`src/rtl/alu_seq.sv`:
```
// Registered execute-stage ALU: single-cycle logic/arithmetic ops plus a
// multi-cycle unsigned shift-add multiplier (MUL low half, UMULH high half).
module alu_seq #(
    parameter int unsigned WIDTH = 32,
    parameter int unsigned MUL_K = 1
) (
    input  logic             clk,
    input  logic             rst,
    input  logic             start,
    input  logic [3:0]       exe_cmd,
    input  logic [WIDTH-1:0] val1,
    input  logic [WIDTH-1:0] val2,
    input  logic [3:0]       sr_in,
    output logic             busy,
    output logic             done,
    output logic [WIDTH-1:0] result,
    output logic [3:0]       status
);

    localparam int unsigned N_STEPS = WIDTH / MUL_K;
    localparam int unsigned CNT_W   = $clog2(N_STEPS + 1);
    localparam int unsigned PW      = 2 * WIDTH;

    localparam logic [3:0] CMD_MOV   = 4'b0001;
    localparam logic [3:0] CMD_ADD   = 4'b0010;
    localparam logic [3:0] CMD_ADC   = 4'b0011;
    localparam logic [3:0] CMD_SUB   = 4'b0100;
    localparam logic [3:0] CMD_SBC   = 4'b0101;
    localparam logic [3:0] CMD_AND   = 4'b0110;
    localparam logic [3:0] CMD_ORR   = 4'b0111;
    localparam logic [3:0] CMD_EOR   = 4'b1000;
    localparam logic [3:0] CMD_MVN   = 4'b1001;
    localparam logic [3:0] CMD_MUL   = 4'b1010;
    localparam logic [3:0] CMD_UMULH = 4'b1011;

    typedef enum logic {S_IDLE, S_MUL} state_e;

    state_e           state_q;
    logic             busy_q;
    logic             done_q;
    logic [WIDTH-1:0] result_q;
    logic [3:0]       status_q;
    logic [PW-1:0]    acc_q;
    logic [PW-1:0]    mcand_q;
    logic [WIDTH-1:0] mplier_q;
    logic [3:0]       cmd_q;
    logic [CNT_W-1:0] cnt_q;

    logic             carry_in;
    logic             borrow_in;
    logic [WIDTH:0]   ext_c;
    logic [WIDTH-1:0] alu_res_c;
    logic             alu_c_c;
    logic             alu_v_c;
    logic [3:0]       alu_status_c;
    logic             is_mul_c;
    logic [MUL_K-1:0] digit_c;
    logic [PW-1:0]    partial_c;
    logic [PW-1:0]    acc_nx_c;
    logic [WIDTH-1:0] mul_res_c;
    logic             unused_c;

    // Only the carry flag of the incoming status feeds the datapath.
    assign carry_in  = sr_in[1];
    assign borrow_in = ~carry_in;
    assign unused_c  = ^{sr_in[3:2], sr_in[0]};

    // Single-cycle ops; sums/differences carried at WIDTH+1 bits.
    always_comb begin
        ext_c     = '0;
        alu_res_c = '0;
        alu_c_c   = 1'b0;
        alu_v_c   = 1'b0;
        case (exe_cmd)
            CMD_MOV: alu_res_c = val2;
            CMD_MVN: alu_res_c = ~val2;
            CMD_AND: alu_res_c = val1 & val2;
            CMD_ORR: alu_res_c = val1 | val2;
            CMD_EOR: alu_res_c = val1 ^ val2;
            CMD_ADD, CMD_ADC: begin
                ext_c = {1'b0, val1} + {1'b0, val2}
                      + ((exe_cmd == CMD_ADC) ? (WIDTH+1)'(carry_in) : (WIDTH+1)'(0));
                alu_res_c = ext_c[WIDTH-1:0];
                alu_c_c   = ext_c[WIDTH];
                alu_v_c   = (val1[WIDTH-1] == val2[WIDTH-1]) && (ext_c[WIDTH-1] != val1[WIDTH-1]);
            end
            CMD_SUB, CMD_SBC: begin
                ext_c = {1'b0, val1} - {1'b0, val2}
                      - ((exe_cmd == CMD_SBC) ? (WIDTH+1)'(borrow_in) : (WIDTH+1)'(0));
                alu_res_c = ext_c[WIDTH-1:0];
                alu_c_c   = ext_c[WIDTH];
                alu_v_c   = (val1[WIDTH-1] != val2[WIDTH-1]) && (ext_c[WIDTH-1] != val1[WIDTH-1]);
            end
            default: alu_res_c = '0;
        endcase
    end

    assign alu_status_c = {alu_res_c[WIDTH-1], alu_res_c == '0, alu_c_c, alu_v_c};
    assign is_mul_c     = (exe_cmd == CMD_MUL) || (exe_cmd == CMD_UMULH);

    // Multiplicand pre-shifted each step, so each digit's partial lands at its offset.
    assign digit_c   = mplier_q[MUL_K-1:0];
    assign partial_c = mcand_q * PW'(digit_c);
    assign acc_nx_c  = acc_q + partial_c;
    assign mul_res_c = (cmd_q == CMD_UMULH) ? acc_nx_c[PW-1:WIDTH] : acc_nx_c[WIDTH-1:0];

    always_ff @(posedge clk or posedge rst) begin
        if (rst) begin
            state_q  <= S_IDLE;
            busy_q   <= 1'b0;
            done_q   <= 1'b0;
            result_q <= '0;
            status_q <= 4'b0100;
            acc_q    <= '0;
            mcand_q  <= '0;
            mplier_q <= '0;
            cmd_q    <= '0;
            cnt_q    <= '0;
        end else begin
            done_q <= 1'b0;
            case (state_q)
                S_IDLE: begin
                    if (start) begin
                        if (is_mul_c) begin
                            state_q  <= S_MUL;
                            busy_q   <= 1'b1;
                            mcand_q  <= PW'(val1);
                            mplier_q <= val2;
                            cmd_q    <= exe_cmd;
                            acc_q    <= '0;
                            cnt_q    <= '0;
                        end else begin
                            result_q <= alu_res_c;
                            status_q <= alu_status_c;
                            done_q   <= 1'b1;
                        end
                    end
                end
                S_MUL: begin
                    acc_q    <= acc_nx_c;
                    mcand_q  <= mcand_q << MUL_K;
                    mplier_q <= mplier_q >> MUL_K;
                    cnt_q    <= cnt_q + 1'b1;
                    if (cnt_q == CNT_W'(N_STEPS - 1)) begin
                        result_q <= mul_res_c;
                        status_q <= {mul_res_c[WIDTH-1], mul_res_c == '0, 2'b00};
                        done_q   <= 1'b1;
                        busy_q   <= 1'b0;
                        state_q  <= S_IDLE;
                    end
                end
                default: state_q <= S_IDLE;
            endcase
        end
    end

    assign busy   = busy_q;
    assign done   = done_q;
    assign result = result_q;
    assign status = status_q;

endmodule

```
`config.mk`:
```
export PLATFORM = sky130hd
export DESIGN_NAME = alu_seq
export DESIGN_NICKNAME = d
export VERILOG_FILES = /design/src/rtl/alu_seq.sv
export SDC_FILE = /design/constraint.sdc
export NUM_CORES = 1
export LEC_CHECK = 0
export ABC_AREA = 1
export BUFFER_PORTS_ARGS = -buffer_cell sky130_fd_sc_hd__buf_2
export CAP_MARGIN = 20
export CORE_MARGIN = 4
export CORE_UTILIZATION = 30
export DETAILED_ROUTE_END_ITERATION = 8
export SKIP_LAST_GASP = 1
export SYNTH_ARGS = -nofsm -noshare
export SYNTH_HDL_FRONTEND = slang
export SYNTH_SLANG_ARGS = --single-unit
```
`constraint.sdc`:
```
create_clock -name clk -period 14.6 [get_ports clk]
set_clock_uncertainty 0.2 [all_clocks]
set_input_delay 1.46 -clock clk [delete_from_list [all_inputs] [get_ports clk]]
set_output_delay 1.46 -clock clk [all_outputs]
set_load 0.03 [all_outputs]
```
* Word-level counts from Yosys, hierarchy flattened
Index checks and enable logic that the tools add are counted.
** Cells by class
- Bitwise logic cells :: 6
- Shift operators :: 0
- Reductions and logical operators :: 11
- Div/mod/pow operators :: 0
- $mul :: 1
- Mux-type cells :: 38
- Eq/ne operators :: 21
- Order comparisons :: 0
- Add/subtract/negate cells :: 6
** Operators by type and width (count)
- 64-bit 2-to-1 mux :: 4
- 64-bit case mux with 2 select lines :: 2
- 32-bit case mux with 7 select lines :: 1
- 32-bit 2-to-1 mux :: 6
- 32-bit case mux with 2 select lines :: 2
- 64-bit adder :: 1
- 32-bit zero test :: 2
- 64-bit by 1-bit multiplier with 64-bit output :: 1
- 32-bit by 32-bit adder with 33-bit output :: 1
- 33-bit by 1-bit adder with 33-bit output :: 1
- 32-bit by 32-bit subtractor with 33-bit output :: 1
- 33-bit by 1-bit subtractor with 33-bit output :: 1
- 32-bit AND :: 1
- 32-bit NOT :: 1
- 32-bit OR :: 1
- 32-bit XOR :: 1
- 4-bit == test, second input constant :: 5
- 4-bit by 3-bit == test with 1-bit output, second input constant :: 4
- 4-bit 2-to-1 mux :: 3
- 6-bit 2-to-1 mux :: 2
- 6-bit case mux with 2 select lines :: 1
- 1-bit 2-to-1 mux :: 11
- 1-bit case mux with 2 select lines :: 5
- 3-bit AND reduction :: 3
- other kinds (14) :: 22
** Storage, ports and cells
- Bits in latches :: 0
- Memories kept :: 0
- Bits in read-only memories :: 0
- Memory bits (writable) :: 0
- Flip-flop bits (word level) :: 209

* Longest topological paths before layout
Gate-level depths: netlist (run 1).
- Depth in word-level cells :: 9
- Mapped depth :: 28
- Mapped depth without buffers :: 27

* Worst setup path before layout (run 1)
OpenSTA, ideal clock, no wires.
- Kind :: input port to flip-flop
- From :: input port exe_cmd[1]
- To :: register status_q[2] (netlist: status[2])
- Cell stages on the path :: 28
- Data arrival time :: 4.327 ns
- Path slack :: 10.005 ns
- Path buffers :: 1
- Path through :: buf_4 > inv_1 > nand2_2 > nor3_1 > fa_1 > inv_1 > ha_1 > nor2_1 > fa_1 > nand2_1 > nand2_1 > nand2_1 > nand2_1 > nand2_2 > nand2_1 > nand2_1 > nand2_1 > nand3_1 > nand2_1 > nor2_1 > nand2_1 > nor2_1 > nand3_1 > nor2_1 > nand3_1 > nand2_1 > inv_1 > a21oi_2
** On the way
- Word-level cells in the longest chain between the ends :: 8
- Elaborated cells between the ends (all ways) :: 25
- Those cells by class :: add/sub (2); eq/ne (12); mux (6); reduce/logical (5)
** RTL lines
- start: declaration :: RTL line 10 : input logic [3:0] exe_cmd,
- 4-bit by 3-bit == test with 1-bit output / 4-bit by 2-bit == test with 1-bit output (equally long branches)
- 1-bit 2-to-1 mux, on equally long branches :: RTL line 89, 82
- 33-bit by 1-bit subtractor with 33-bit output / 33-bit by 1-bit adder with 33-bit output (equally long branches) :: RTL line 89, 82
- 32-bit case mux with 7 select lines :: RTL line 74 : case (exe_cmd)
- 32-bit zero test :: RTL line 98 : assign alu_status_c = {alu_res_c[WIDTH-1], alu_res_c == '0, alu_c_c, alu_v_c};
- 4-bit 2-to-1 mux :: RTL line 124 : if (is_mul_c) begin
- 4-bit 2-to-1 mux :: RTL line 123 : if (start) begin
- 4-bit case mux with 2 select lines :: RTL line 121 : case (state_q)
- end signal: assignment :: RTL line 134 : status_q <= alu_status_c;
- end signal: assignment :: RTL line 146 : status_q <= {mul_res_c[WIDTH-1], mul_res_c == '0, 2'b00};
- end: declaration :: RTL line 42 : logic [3:0] status_q;
Several ways; a longest one is shown, not always the timed one. The select of a mux whose other input is x is not followed.
A chain may end at the register's enable or synchronous reset.

* Worst setup path after layout (run 1)
- From :: input port exe_cmd[3]
- To :: register status_q[2] (netlist: status[2])
The elaborated chain is that of the path after synthesis.

==> flow_summary.toml, run 1 <==
[finish]
area_growth_pct = 10.7
drive_gt1_share_pct = 6.97
nNetsFinal = 4141

[worst_setup_path]
cp-end-kind = "register"
crit_cells = 28
r2r-end = "status[2]"
reg2reg_depth = 22
crit_required_ns = 14.90
cp_common_cell = "nand2_1"
r2r_setup_slack_ns = 10.29
critPathMaxStageDelay_ns = 0.48
cpMaxStageDelayCell = "fa_1"
critPathKind = "input pin to register"
arrival_ns = 5.30
crit_buf_inv = 4
crit_fanout = 4
crit_path_start_kind = "input pin"
r2r-start = "mplier_q[0]"
cp_top_family = "simple AND/OR/NAND/NOR gates"

[drt]
via_per_inst = 4.84
totalWireLength_um = 86500
vias = 23500
antenna_left = 0
drc = 0
post_drt_wl_per_cell_um = 17.8
drt-initial-drc-count = 1728
dr.pass1.iters = 5

[sta]
tns_ns = 0
fmax_mhz = 200
setup_viol = 0
hold_viol = 0
period_needed_ns = 5.00
holdWs_ns = 0.259
slew_headroom_pct = 28.4
worst_slew_pin_slew_ns = 1.05
slew_violations = 0
timing.final.crit_share_pct = 34.3
fin_ws_ns = 9.60
rsz0062_at_grt = "false"

[clocking]
insertion_delay_ns = 0.58
cts_made_buffers = 25
cts_root_buf = "clkbuf_16"
htree_levels = 1
cts_setup_buffers = 0
cts_tree = "done"
clk_pin_slew_worst_paths_ns = 0.06
cts_resized = 0
clockBufferDepth = 3
clock_sinks = 208
postCtsHoldBufs = 0

[floorplanning]
fp.dieW_um = 281
dieArea_um2 = 79100
die_height_um = 281
core_um2 = 73500
num_io_pins = 113
start_util_pct = 30.5
num_rows = 99

[worst_hold_path]
min_from = "cmd_q[1]"
holdPathStages = 2
min_to = "cmd_q[1]"
hold_path_class = "register to register"

[power]
swShare_pct = 46.5
seqPwrFrac_pct = 30.3
combPwrFrac_pct = 48.8
total_power_mw = 3.00
p_int_mw = 1.61
vdd_drop_max_mv = 0.101
powerDensity_nw_per_um2 = 121
p_leak_nw = 14.3
pwr-share-clk_pct = 20.9
p_switching_mw = 1.40

[global_routing]
grt_usage_pct = 21.5
first_global_vias = 22600
antenna_found_initial = 2
grt_max_degree = 97
grt_pass1_wl_um = 132000
overflow = 0

[yosys]
synth-seq-area-share_pct = 23.2
syn-num-nets = 4065
syn_avg_cell_area_um2 = 5.91
synth_cells = 3795
synth_common_cells = "nand2_1 (1399), inv_1 (770), nor2_1 (278), dfrtp_1 (207), nand3_1 (206)"
synth_edf_count = 0
synth.largest_area_cell = "nand2_1"
async_flop_share_pct = 100
netlist_area_um2 = 22400
synth_seq_cells = 208
ys.flop_type = "dfrtp_1"
yosysWarnings = 0
synth.distinct_cells = 52
synth.top_cell.area_share_pct = 23.4
synth.most_common_cell = "nand2_1"
yosys-top-cells-area = "nand2_1 (23%), dfrtp_1 (23%), inv_1 (13%)"

[status]
outcome = "completed"

[placement]
dp_hpwl_um = 69500
port-buffer-count = 109
post-place-ws_ns = 9.03
place_congestion = 0.983

[run]
maxCapViolations = 0
metrics by stage:
step,cell area (um^2),utilization [%],instances
2_1_floorplan,22400,-,3795
3_3_place_gp,24000,32.6,4800
3_5_place_dp,24000,32.6,4800
4_1_cts,24800,33.7,4846
5_1_grt,24800,33.8,4849
6_report,24800,33.8,4850
cell families (layout without fill, tap and decap cells):
family | Yosys count | count (layout) | share of synthesized area, %
xor+xnor | 35 | 35 | 1.37
buf+inv | 879 | 974 | 15.0
compound gates | 415 | 415 | 11.5
fa+ha+maj | 195 | 195 | 11.1
simple gates | 2063 | 2063 | 37.8
flops | 208 | 208 | 23.2
other cells | 0 | 1 | 0
cell type report:
| type | count | area, um^2 |
|---|---|---|
| diodes | 1 | 2.50 |
| clock buffers | 33 | 696 |
| clock inverters | 13 | 103 |
| fillers | 8292 | 48600 |
| inverters | 796 | 3000 |
| multi-input cells | 2708 | 13900 |
| flip-flops and latches | 208 | 5210 |
| well taps | 959 | 1200 |
| repair buffers | 132 | 748 |
per-layer routing:
layer,vias up,global-route usage (%),share of wire [%]
met3,153,2.41,5.5
met2,621,36.2,46
met4,2,7.67,4.3
met1,10800,28.6,44
met5,-,0,0.023
li1,11900,-,-
flip-flops by register name (all words and copies together) (netlist names):
register  flops
done          1
result       32
status        3
busy          1
acc_q        64
cmd_q         4
cnt_q         6
mplier_q     32
state_q       1
mcand_q      64
layout by cell type (no fill, tap or decap), types with 21 or more instances in the layout:
cell type     n
o211ai_1     26
nor2_1      275
a21oi_1     104
buf_2       110
nand2_2      21
ha_1        190
inv_2        21
dfrtp_1     205
and2_1       35
o221ai_1     66
o22ai_1      59
inv_1       769
nor3_1       38
xnor2_1      26
nand3_1     206
o21ai_0     117
clkbuf_16    25
nor2_2       28
nand2_1    1398
worst max path at each step:
stage / start / slack [ns] / endpoint
2_1_floorplan: rst / 7.26 / acc_q[0]
6_report: exe_cmd[3] / 9.60 / status[2]
4_1_cts: exe_cmd[3] / 9.63 / status[2]
3_3_place_gp: exe_cmd[3] / 9.05 / status[2]
3_5_place_dp: exe_cmd[3] / 9.03 / status[2]
5_1_grt: exe_cmd[3] / 9.33 / status[2]
power by group through the flow:
stage | clock, mW | combinational [mW] | sequential (mW)
3_5_place_dp | 0 | 1.45 | 0.915
2_1_floorplan | 0 | 0.996 | 0.923
4_1_cts | 0.646 | 1.46 | 0.910
5_1_grt | 0.666 | 1.65 | 0.934
3_3_place_gp | 0 | 1.44 | 0.913
6_report | 0.629 | 1.46 | 0.910
worst min-delay path: stages (launching register included):
cell and delay [ns]:
dfrtp_1 0.32, inv_1 0.05, nand2_1 0.05
(Power assumes the default switching activity.)
==> inputs of run 2 (changes only) <==
- clock period: 14.6 -> 5.05 ns (I/O delays scaled with it)
==> run 2 against run 1 <==
Compared with the run above:
- non-clock buffer count increased by 12
- sequential power increased to 2.9 times the previous value
- register-to-register slack got worse by 9.4 ns
- utilization increased by 0.20 points
- sequential share of layout area decreased by 0.12 points
- clock-buffer cell count decreased by 1
==> flow_summary.toml, run 2 (synthesized netlist as in run 1, its figures left out) <==
[power]
p_leak_nw = 14.3
swShare_pct = 46.2
p_switching_mw = 4.07
total_power_mw = 8.80
combPwrFrac_pct = 47.9
pwr-share-clk_pct = 21.9
p_int_mw = 4.73
vdd_drop_max_mv = 0.297
seqPwrFrac_pct = 30.2
powerDensity_nw_per_um2 = 352

[global_routing]
overflow = 0
grt_use_met2_pct = 35.8
grt_usage_pct = 21.4
use_met3_pct = 2.49
grt.busiest_layer = "met2"
grt_max_degree = 123
antenna_found_initial = 1
grtUsageMet1_pct = 28.3
first_global_vias = 22600
grt_pass1_wl_um = 131000

[floorplanning]
die_height_um = 281
start_util_pct = 30.5
fp.dieW_um = 281
num_rows = 99
num_io_pins = 113
core_um2 = 73500
dieArea_um2 = 79100

[sta]
rsz0062_at_grt = "false"
hold_viol = 0
fin_ws_ns = 0.796
tns_ns = 0
setup_viol = 0
period_needed_ns = 4.25
holdWs_ns = 0.0399
slew_headroom_pct = 27.3
timing.final.crit_share_pct = 84.2
worst_slew_pin_slew_ns = 1.09
slew_violations = 0
fmax_mhz = 235

[worst_setup_path]
r2r-start = "mplier_q[0]"
r2r-end = "status[2]"
crit_required_ns = 5.38
crit_path_start_kind = "input pin"
cp-end-kind = "register"
arrival_ns = 4.59
crit_fanout = 5
critPathKind = "input pin to register"
reg2reg_depth = 19
r2r_setup_slack_ns = 0.88

[finish]
nNetsFinal = 4154
final_area_um2 = 25000
final_common_cell = "nand2_1"
insertedDiodeCount = 0
reg_top3 = "acc_q x64, mcand_q x64"
area_growth_pct = 11.4
n_fill_cell = 8315
drive_gt1_share_pct = 7.05
final_cell_mix = "nand2_1 (1398), inv_1 (769), nor2_1 (277)"

[clocking]
htree_levels = 1
clk_pin_slew_worst_paths_ns = 0.06
cts_made_buffers = 26
clockBufferDepth = 3
clock_sinks = 208
cts_root_buf = "clkbuf_16"
cts_tree = "done"
insertion_delay_ns = 0.60
cts_setup_buffers = 0

[drt]
dr.pass1.iters = 6
vias = 23500
drt-initial-drc-count = 1529
post_drt_wl_per_cell_um = 17.7
via_per_inst = 4.84
totalWireLength_um = 86100
antenna_left = 0
drc = 0

[status]
outcome = "completed"

[worst_hold_path]
holdPathStages = 3
min_from = "val2[18]"
min_to = "mplier_q[18]"
hold_path_class = "input pin to register"

[placement]
dp_hpwl_um = 70000
placed_area_um2 = 24000
post-place-ws_ns = 0.650
port-buffer-count = 109
place_congestion = 1.03

[run]
maxCapViolations = 0
## run 2: timing repair
action / in CTS / in global routing
hold endpoints to repair: 25 / 0
endpoints found under the setup margin: 0 / 0
hold buffers: 5 / 0
gates resized for setup: 0 / 0
## run 2: stage by stage
| step | util (%) | cells |
|---|---|---|
| 6_report | 34.0 | 4859 |
| 3_3_place_gp | 32.7 | 4809 |
| 4_1_cts | 34.0 | 4858 |
| 5_1_grt | 34.0 | 4859 |
| 3_5_place_dp | 32.7 | 4809 |
| 2_1_floorplan | - | 3795 |
## run 2: area by class of cell
type / instances / area [um^2] / share of cell area (%)
Sequential cell: 208 / 5210 / 20.9
Tap cell: 959 / 1200 / 4.81
Multi-Input combinational cell: 2708 / 13900 / 55.5
Timing Repair Buffer: 144 / 846 / 3.39
Clock buffer: 32 / 703 / 2.82
Inverter: 796 / 3000 / 12.0
Clock inverter: 12 / 155 / 0.621
## run 2: power groups by stage
stage / Combinational, mW / Sequential (mW) / Clock [mW]
floorplan: 2.88 / 2.67 / 0
global placement: 4.14 / 2.66 / 0
detailed placement: 4.18 / 2.68 / 0
CTS: 4.20 / 2.66 / 1.98
global route: 4.75 / 2.73 / 2.04
finish: 4.21 / 2.66 / 1.93
## run 2: worst max-delay path, cell delays in order
cell,delay [ns]
dlygate4sd3_1,0.53
buf_2,0.17
nand2_2,0.09
nor3_1,0.19
fa_1,0.48
inv_1,0.08
ha_1,0.13
nor2_1,0.08
fa_1,0.44
nand2_1,0.10
nand2_1,0.07
nand2_1,0.11
nand2_1,0.08
nand2_2,0.09
nand2_1,0.07
nand2_1,0.18
nand2_1,0.11
nand2_1,0.08
nand2_1,0.05
nand3_1,0.10
nand2_1,0.07
nor2_1,0.27
nand2_1,0.09
nor2_1,0.13
nand3_1,0.08
nand2_1,0.06
inv_1,0.05
a21oi_2,0.12
## run 2: how the worst max path moves through the flow
stage / endpoint / depth (start not counted) / slack, ns / from
after CTS: status[2] / 28 / 0.84 / exe_cmd[0]
after global placement: status[2] / 28 / 0.64 / exe_cmd[3]
after global routing: status[2] / 28 / 0.51 / exe_cmd[0]
after floorplan: status[2] / 28 / 1.41 / exe_cmd[1]
final: status[2] / 28 / 0.80 / exe_cmd[0]
after detailed placement: status[2] / 28 / 0.65 / exe_cmd[3]
## run 2: per-layer routing
| metal | vias up | share of wire (%) |
|---|---|---|
| met5 | - | 0.023 |
| met4 | 2 | 4.7 |
| met3 | 163 | 5.3 |
| met2 | 612 | 46 |
| met1 | 10800 | 44 |
| li1 | 11900 | - |
